<file path="config.mk">
export PLATFORM = sky130hd
export DESIGN_NAME = if_fetch_buf
export DESIGN_NICKNAME = d
export VERILOG_FILES = /design/src/rtl/if_fetch_buf_pkg.sv /design/src/rtl/if_fetch_buf_fifo.sv /design/src/rtl/if_fetch_buf.sv
export SDC_FILE = /design/constraint.sdc
export NUM_CORES = 1
export LEC_CHECK = 0
export ABC_AREA = 0
export BUFFER_PORTS_ARGS = -buffer_cell sky130_fd_sc_hd__buf_4
export CORE_MARGIN = 10
export CORE_UTILIZATION = 45
export CTS_BUF_LIST = sky130_fd_sc_hd__clkbuf_8
export CTS_CLUSTER_DIAMETER = 200
export CTS_CLUSTER_SIZE = 12
export DETAILED_ROUTE_END_ITERATION = 8
export PLACE_DENSITY = 0.78
export SYNTH_ARGS = -nofsm -noshare
export SYNTH_HDL_FRONTEND = slang
export SYNTH_SLANG_ARGS = --single-unit
</file>
<file path="constraint.sdc">
create_clock -name clk -period 14.8 [get_ports clk]
set_input_delay 2.22 -clock clk [delete_from_list [all_inputs] [get_ports clk]]
set_output_delay 2.22 -clock clk [all_outputs]
set_load 0.05 [all_outputs]
</file>
<file path="src/rtl/if_fetch_buf_pkg.sv">
// Shared constants and types for the instruction-fetch front end.
package if_fetch_buf_pkg;

  localparam int INST_ADDR_W = 32;
  localparam int INST_W      = 32;
  localparam int IF_STATE_W  = 2;

  localparam logic [INST_ADDR_W-1:0] ZERO_WORD    = 32'h0000_0000;
  localparam logic                   CHIP_ENABLE  = 1'b1;
  localparam logic                   CHIP_DISABLE = 1'b0;

  typedef enum logic [IF_STATE_W-1:0] {
    IF_IDLE = 2'd0,
    IF_RUN  = 2'd1,
    IF_FULL = 2'd2
  } if_state_e;

  // Force an address onto a word boundary; the ROM is word-addressed.
  function automatic logic [INST_ADDR_W-1:0] word_align(input logic [INST_ADDR_W-1:0] addr);
    return {addr[INST_ADDR_W-1:2], 2'b00};
  endfunction

endpackage

</file>
<file path="src/rtl/if_fetch_buf_fifo.sv">
// Small {pc, inst} FIFO: push/pop/clear with a combinational head view.
module fetch_fifo
  import if_fetch_buf_pkg::*;
#(
  parameter int DEPTH = 2,
  parameter int PTR_W = 1
) (
  input  logic                   clk,
  input  logic                   rst,
  input  logic                   push,
  input  logic [INST_ADDR_W-1:0] push_pc,
  input  logic [INST_W-1:0]      push_inst,
  input  logic                   pop,
  input  logic                   clear,
  output logic [PTR_W:0]         count,
  output logic                   head_valid,
  output logic [INST_ADDR_W-1:0] head_pc,
  output logic [INST_W-1:0]      head_inst
);

  localparam logic [PTR_W:0] DEPTH_CNT = (PTR_W+1)'(DEPTH);

  logic [INST_ADDR_W+INST_W-1:0] mem [DEPTH];
  logic [PTR_W-1:0]              wr_ptr;
  logic [PTR_W-1:0]              rd_ptr;
  logic                          do_push;
  logic                          do_pop;

  assign do_push = push && !clear && (count != DEPTH_CNT);
  assign do_pop  = pop && !clear && (count != '0);

  // Entry storage needs no reset; the head is masked while the FIFO is empty.
  always_ff @(posedge clk) begin
    if (do_push) begin
      mem[wr_ptr] <= {push_pc, push_inst};
    end
  end

  // Pointers and occupancy; clear wins over any simultaneous push or pop.
  always_ff @(posedge clk or negedge rst) begin
    if (!rst) begin
      wr_ptr <= '0;
      rd_ptr <= '0;
      count  <= '0;
    end else if (clear) begin
      wr_ptr <= '0;
      rd_ptr <= '0;
      count  <= '0;
    end else begin
      if (do_push) wr_ptr <= wr_ptr + PTR_W'(1);
      if (do_pop)  rd_ptr <= rd_ptr + PTR_W'(1);
      count <= count + (PTR_W+1)'(do_push) - (PTR_W+1)'(do_pop);
    end
  end

  // Present the head entry, or zeros when nothing is buffered.
  always_comb begin
    head_valid = (count != '0);
    head_pc    = ZERO_WORD;
    head_inst  = ZERO_WORD;
    if (head_valid) begin
      {head_pc, head_inst} = mem[rd_ptr];
    end
  end

endmodule

</file>
<file path="src/rtl/if_fetch_buf.sv">
// Instruction-fetch front end: PC register, fetch state machine, redirect priority.
module if_fetch_buf
  import if_fetch_buf_pkg::*;
#(
  parameter logic [INST_ADDR_W-1:0] RESET_PC = 32'h0000_0000,
  parameter int                     DEPTH    = 2
) (
  input  logic                   clk,
  input  logic                   rst,
  output logic                   rom_ce_o,
  output logic [INST_ADDR_W-1:0] rom_addr_o,
  input  logic [INST_W-1:0]      rom_inst_i,
  input  logic                   branch_flag_i,
  input  logic [INST_ADDR_W-1:0] branch_target_i,
  input  logic                   flush_i,
  input  logic [INST_ADDR_W-1:0] new_pc_i,
  output logic                   id_valid_o,
  input  logic                   id_ready_i,
  output logic [INST_ADDR_W-1:0] id_pc_o,
  output logic [INST_W-1:0]      id_inst_o
);

  localparam int             PTR_W     = $clog2(DEPTH);
  localparam logic [PTR_W:0] DEPTH_CNT = (PTR_W+1)'(DEPTH);

  if_state_e              state_q;
  if_state_e              state_d;
  logic [INST_ADDR_W-1:0] pc_q;
  logic [PTR_W:0]         fifo_count;
  logic [PTR_W:0]         count_next;
  logic                   redirect;
  logic [INST_ADDR_W-1:0] redirect_target;
  logic                   fetch;
  logic                   pop;

  // Flush outranks branch; the fetch enable looks only at registered state.
  always_comb begin
    redirect        = flush_i || branch_flag_i;
    redirect_target = flush_i ? new_pc_i : branch_target_i;
    rom_ce_o        = ((state_q == IF_RUN) && (fifo_count < DEPTH_CNT)) ? CHIP_ENABLE : CHIP_DISABLE;
    fetch           = rom_ce_o && !redirect;
    pop             = id_valid_o && id_ready_i;
    count_next      = fifo_count + (PTR_W+1)'(fetch) - (PTR_W+1)'(pop);
  end

  assign rom_addr_o = pc_q;

  // Next-state logic: one dead IDLE cycle, RUN until the buffer fills, FULL until a pop.
  always_comb begin
    state_d = state_q;
    if (redirect) begin
      state_d = IF_RUN;
    end else begin
      case (state_q)
        IF_IDLE: state_d = IF_RUN;
        IF_RUN:  if (count_next == DEPTH_CNT) state_d = IF_FULL;
        IF_FULL: if (pop) state_d = IF_RUN;
        default: state_d = IF_IDLE;
      endcase
    end
  end

  // State register.
  always_ff @(posedge clk or negedge rst) begin
    if (!rst) state_q <= IF_IDLE;
    else      state_q <= state_d;
  end

  // Fetch address: redirects take the aligned target, otherwise step a word per fetch.
  always_ff @(posedge clk or negedge rst) begin
    if (!rst) begin
      pc_q <= word_align(RESET_PC);
    end else if (redirect) begin
      pc_q <= word_align(redirect_target);
    end else if (fetch) begin
      pc_q <= pc_q + 32'd4;
    end
  end

  fetch_fifo #(
    .DEPTH (DEPTH),
    .PTR_W (PTR_W)
  ) u_fetch_fifo (
    .clk        (clk),
    .rst        (rst),
    .push       (fetch),
    .push_pc    (pc_q),
    .push_inst  (rom_inst_i),
    .pop        (pop),
    .clear      (redirect),
    .count      (fifo_count),
    .head_valid (id_valid_o),
    .head_pc    (id_pc_o),
    .head_inst  (id_inst_o)
  );

endmodule

</file>
==> metrics, run 1 <==
diode count=0; Switching Fraction=0.280; Core Footprint=around 15000 um^2; DP Wirelength=~12000 um; # clock sinks=160; vias after detailed routing=4852; Placed Area=8640 um^2; Final min period=4.45 ns; commonest non-fill, non-tap cells in the layout=buf_4, edfxtp_1, nor2_1, mux2i_1, dfrtp_1; Syn Std Cell Area=slightly above 7000 um^2; DR vias/cell=approximately 5.1; commonest non-fill, non-tap cell in the layout=buf_4; Routed Antenna Nets=0; Main synth FF type=edfxtp_1; Max Cap Viol=0; I/O pins=slightly below 200; r2r endpoint=u_fetch_fifo.mem[1][59]$_DFFE_PP_; VDD IR-drop max=around 0.000053 V; first-pass GRT wire length=roughly 28000 um; CTS tree=built; Die ar.=approximately 21000 um^2; Max Clk Rate=~0.22 GHz; Final Max Slew Viols=0; Yosys reg bits=160; Final Net Count=836; Final Power=between 0.001 and 0.0015 W; post-CTS setup buffers=0; clock power share=0.329; Async S/R FF share, synth=0.225; final core utilization=0.594; Syn Inst Count=between 500 and 600; GRT Total Usage=0.165; flop-to-flop setup slack=between 10 and 15 ns; WP data required=12.58 ns; buffers added on ports=190; Syn-to-layout area delta=28.4%; final cycle utilization of the critical path=0.301; RR Startpoint=u_fetch_fifo.count[1]$_DFF_PN0_; htree depth=4; effective utilization at floorplan=0.462; fillcell total=1191; pre-CTS setup slack=10.44 ns; static leakage=roughly 3.5 nW; Least-Margin Pin Slew=around 1.1 ns; count of warnings emitted by yosys=0; post-synthesis sequential area ratio=0.656; Max Clock Skew=slightly below 0.007 ns; vias in the first global route=approximately 5200; TritonCTS Buffers=17; Worst Hold Class=reg2reg; Root Buffer=clkbuf_8; chip width=between 100 and 150 um; GRT Residual Overflow=0; clock slew at reported path FFs=roughly 0.090 ns; initial drt markers=220; final setup margin=10.35 ns; Post-Layout Inst Area=approximately 9100 um^2; combinational power share=0.149; wire length per cell=between 15 and 20 um; Post-synth EDFFs=approximately 120; # DRC=0; Int Power=about 0.00073 W; Seq pwr share=0.522; post-synthesis cell type count=40; hold-critical path depth=0; endpoints failing hold=0; critical path arrival=about 2.2 ns; height of the die=about 150 um; CTS Buffer Depth=2; drt first pass iters=5; Cell Rows=between 40 and 50; NetSw=between 0.0002 and 0.0003 W; clock latency on the worst-skew pair=~0.44 ns; largest net degree at the start of global routing=64; Crit Path Class=reg2out; initial antenna violation count=0; number of gates resized after CTS=0; Worst slew margin=0.241; gpl congestion=around 0.76; PD cells=about 110 nW/um^2; crit path capture=id_inst_o[27]; Post-CTS Hold Buffers=0; RSZ-0062 raised after global routing=false; status=completed; CP Launch Type=flip-flop; Setup crit end kind=output pin; Reg2Reg Depth=3; Synth Area per Inst=~13 um^2; final setup fails=0; crit path launch=u_fetch_fifo.rd_ptr$_DFFE_PN0P_; Crit Path Max Fanout=between 60 and 70; layout cells sized above 1=0.317; Post-Route Setup TNS=0 ns; WL final=roughly 18000 um
critical path: stages, from the launching register on:
cell and delay, ns:
dfrtp_4 1.20, mux2i_1 0.28, nor2_1 0.07, buf_4 0.21
metal layers:
metal	routed length (um)	track usage	share of wire	vias up
li1	-	-	-	2345
met1	7480	0.193	0.42	2322
met2	8720	0.276	0.49	164
met3	1260	0.0553	0.071	21
met4	252	0.0617	0.014	0
met5	0	0	0	-
cells by family (layout without fill, tap and decap cells):
family / after synthesis / after routing / share of synthesized area
buf+inv: 44 / 235 / 0.0291
xor+xnor: 31 / 31 / 0.0385
compound gates: 59 / 59 / 0.0509
other cells: 1 / 4 / 0.000532
simple gates: 186 / 186 / 0.126
fa+ha+maj: 4 / 4 / 0.00709
flops: 160 / 160 / 0.656
mux: 65 / 65 / 0.0922
cell type report:
type                    instances  area, um^2  area share
inverters                       9        33.8     0.00373
clock buffers                  17         234      0.0258
clock inverters                15         184      0.0203
well taps                     211         264      0.0292
repair buffers                194        1460       0.161
multi-input cells             349        2260       0.249
flip-flops and latches        160        4630       0.511
power groups by stage:
stage	combinational [W]	sequential (W)	clock, W
2_1_floorplan	0.0000659	0.000565	0
3_3_place_gp	0.000150	0.000540	0
3_5_place_dp	0.000154	0.000542	0
4_1_cts	0.000154	0.000532	0.000343
5_1_grt	0.000163	0.000535	0.000360
6_report	0.000152	0.000532	0.000335
state kept, by name, summed over array words and instances, names as in the netlist:
| name | count |
|---|---|
| rom_addr_o | 30 |
| state_q | 2 |
| u_fetch_fifo.wr_ptr | 1 |
| u_fetch_fifo.mem | 124 |
| u_fetch_fifo.count | 2 |
| u_fetch_fifo.rd_ptr | 1 |
synth_stat cells (3+ instances only):
master      n  area, um^2
nand2_1    28         105
inv_1       8        30.0
and3_1      9        56.3
ha_1        4        50.1
buf_2       5        25.0
a211oi_1   15         113
a21oi_1    23         115
xnor2_1    10        87.6
dfrtp_1    36         901
buf_1       4        15.0
o21ai_0    13        65.1
and2_1      3        18.8
buf_4       5        37.5
nand3_1    14        70.1
clkbuf_1   19        71.3
nor3_1      4        20.0
xor2_1     21         184
o221ai_1    4        35.0
nor2_1     83         312
nor2b_1    17         106
edfxtp_1  124        3720
nand4_1    16         100
mux2i_1    65         651
metrics by stage:
stage	std cells	hold WS [ns]
5_1_grt	955	0.557
6_report	955	0.542
3_5_place_dp	923	0.521
4_1_cts	955	0.543
2_1_floorplan	553	0.525
3_3_place_gp	923	0.508
worst min-delay path by stage:
stage	start	to
after CTS	rom_addr_o[30]$_DFFE_PN0P_	u_fetch_fifo.mem[1][62]$_DFFE_PP_
after global routing	rom_addr_o[30]$_DFFE_PN0P_	u_fetch_fifo.mem[0][62]$_DFFE_PP_
after global placement	rom_addr_o[31]$_DFFE_PN0P_	u_fetch_fifo.mem[0][63]$_DFFE_PP_
after detailed placement	rom_addr_o[30]$_DFFE_PN0P_	u_fetch_fifo.mem[1][62]$_DFFE_PP_
after floorplan	u_fetch_fifo.wr_ptr$_DFFE_PN0P_	u_fetch_fifo.wr_ptr$_DFFE_PN0P_
final	rom_addr_o[30]$_DFFE_PN0P_	u_fetch_fifo.mem[1][62]$_DFFE_PP_
Note: power is estimated with default switching activity, not from simulation.
==> run 2, diff against run 1 <==
--- a/config.mk
+++ b/config.mk
@@ -13,7 +13,7 @@
 export CTS_CLUSTER_DIAMETER = 200
 export CTS_CLUSTER_SIZE = 12
 export DETAILED_ROUTE_END_ITERATION = 8
-export PLACE_DENSITY = 0.78
+export PLACE_DENSITY = 0.8
 export SYNTH_ARGS = -nofsm -noshare
 export SYNTH_HDL_FRONTEND = slang
 export SYNTH_SLANG_ARGS = --single-unit
==> constraint.sdc (replaced) <==
create_clock -name clk -period 3.7 [get_ports clk]
set_input_delay 0.555 -clock clk [delete_from_list [all_inputs] [get_ports clk]]
set_output_delay 0.555 -clock clk [all_outputs]
set_load 0.05 [all_outputs]
==> metrics, run 2 (synthesis gave the netlist of run 1 again) <==
status=completed; Final Max Slew Viols=0; CTS Buffer Depth=2; Hold Worst Slack=between 0.06 and 0.07 ns; Worst Hold Class=in2async; flop-to-flop setup slack=1.16 ns; Die ar.=~21000 um^2; Cell Rows=45; CP bufs+invs=2; final cycle utilization of the critical path=0.730; Max Cap Viol=0; effective utilization at floorplan=0.462; Cell Count, Final, Fillers Out=956; CP max stage cell=buf_4; Max Clock Skew=~0.01 ns; Least-Margin Pin Slew=~0.9 ns; Syn-to-layout area delta=27.9%; commonest non-fill, non-tap cells in the layout=buf_4, edfxtp_1, nor2_1, mux2i_1, dfrtp_1; # DRC=0; vias in the first global route=between 5000 and 6000; CTS tree=built; layout cells sized above 1=0.315; DR vias/cell=a little over 5; clock slew at reported path FFs=0.08 ns; height of the die=approximately 150 um; max incr delay on CP=about 0.5 ns; Seq. cell area=4630 um^2; vias after detailed routing=4917; clock latency on the worst-skew pair=0.45 ns; CP cell instances=nor2_4, buf_4, nor2_1, buf_4; Final Power=a little under 0.004 W; GRT Residual Overflow=0; Final Net Count=~840; Post-Layout Inst Area=between 9000 and 10000 um^2; RR Startpoint=u_fetch_fifo.count[1]$_DFF_PN0_; first-pass GRT wire length=around 28000 um; Crit Path Max Fanout=45; most used cell, CP=buf_4; critical path depth=4; area of the multi-input gates=between 2000 and 2500 um^2; endpoints failing hold=0; WP data required=3.14 ns; htree depth=4; crit path launch=u_fetch_fifo.count[1]$_DFF_PN0_; TritonCTS Buffers=17; final setup fails=0; Post-Route Setup TNS=0 ns; I/O pins=199; max reg flops=124; Setup crit end kind=output pin; Final min period=roughly 2.7 ns; Worst slew margin=0.397; Reg2Reg Depth=3; Max Clk Rate=about 0.37 GHz; CP Launch Type=flip-flop; post-CTS setup buffers=0; gpl congestion=0.813; number of gates resized after CTS=0; initial drt markers=around 310; buffers added on ports=190; # clock sinks=160; chip width=between 100 and 150 um; wire length per cell=approximately 18 um; commonest non-fill, non-tap cell in the layout=buf_4; diode count=0; WL final=approximately 18000 um; r2r endpoint=u_fetch_fifo.mem[1][18]$_DFFE_PP_; Root Buffer=clkbuf_8; Cell Count Post-Placement=approximately 900; Placed Area=roughly 8700 um^2; Largest Register=u_fetch_fifo.mem; fillcell total=around 1200; DP Wirelength=about 12000 um; PD cells=around 430 nW/um^2; critical path arrival=between 2 and 2.5 ns; Routed Antenna Nets=0; GRT Total Usage=0.163; drt first pass iters=4; crit path capture=id_inst_o[16]; Crit Path Class=reg2out; VDD IR-drop max=approximately 0.00020 V; initial antenna violation count=0; Post-CTS Hold Buffers=0; static leakage=approximately 3.4 nW; RSZ-0062 raised after global routing=false; Worst path top cell family by delay=buffers and inverters; Core Footprint=about 15000 um^2; largest net degree at the start of global routing=63
==> run 2: stage by stage <==
step / setup slack (ns) / utilization
2_1_floorplan: 0.205 / -
3_3_place_gp: 1.08 / 0.568
3_5_place_dp: 0.932 / 0.568
4_1_cts: 0.924 / 0.591
5_1_grt: 0.796 / 0.591
6_report: 1.00 / 0.591
==> run 2: how the worst min path moves through the flow <==
| stage | start | endpoint | slack, ns | cells after the start |
|---|---|---|---|---|
| after detailed placement | rom_addr_o[30]$_DFFE_PN0P_ | u_fetch_fifo.mem[0][62]$_DFFE_PP_ | 0.52 | 0 |
| after global routing | rst | rom_addr_o[3]$_DFFE_PN0P_ | 0.08 | 1 |
| after CTS | rst | u_fetch_fifo.rd_ptr$_DFFE_PN0P_ | 0.05 | 1 |
| after floorplan | rst | rom_addr_o[10]$_DFFE_PN0P_ | 0.26 | 0 |
| final | rst | rom_addr_o[3]$_DFFE_PN0P_ | 0.07 | 1 |
| after global placement | rom_addr_o[30]$_DFFE_PN0P_ | u_fetch_fifo.mem[0][62]$_DFFE_PP_ | 0.51 | 0 |
==> run 2: area by class of cell <==
class                           count  area share
Multi-Input combinational cell    349       0.251
Inverter                            9     0.00374
Timing Repair Buffer              195       0.164
Tap cell                          211      0.0293
Clock inverter                     15      0.0136
Clock buffer                       17      0.0259
Sequential cell                   160       0.513
==> run 2: per-layer routing <==
| layer | wire, um | share of wire | GRT usage |
|---|---|---|---|
| met1 | 7200 | 0.41 | 0.191 |
| met2 | 8690 | 0.49 | 0.271 |
| met3 | 1390 | 0.079 | 0.0593 |
| met4 | 289 | 0.016 | 0.0556 |
| met5 | 0 | 0 | 0 |
==> run 2: power by group <==
part           internal [W]  leakage (nW)  switching, W  total, W
Sequential          0.00204          1.56     0.0000845   0.00212
Clock              0.000526         0.175      0.000636   0.00116
Combinational      0.000215          1.70      0.000396  0.000611
Total               0.00278          3.44       0.00112   0.00390
==> run 2: worst reg2reg max path, delay by kind of cell, from the launching register on <==
kind / cells / cell delay [ns]
buffers and inverters: 1 / 0.27
AND/OR/NAND/NOR: 2 / 1.43
flip-flops: 1 / 0.44
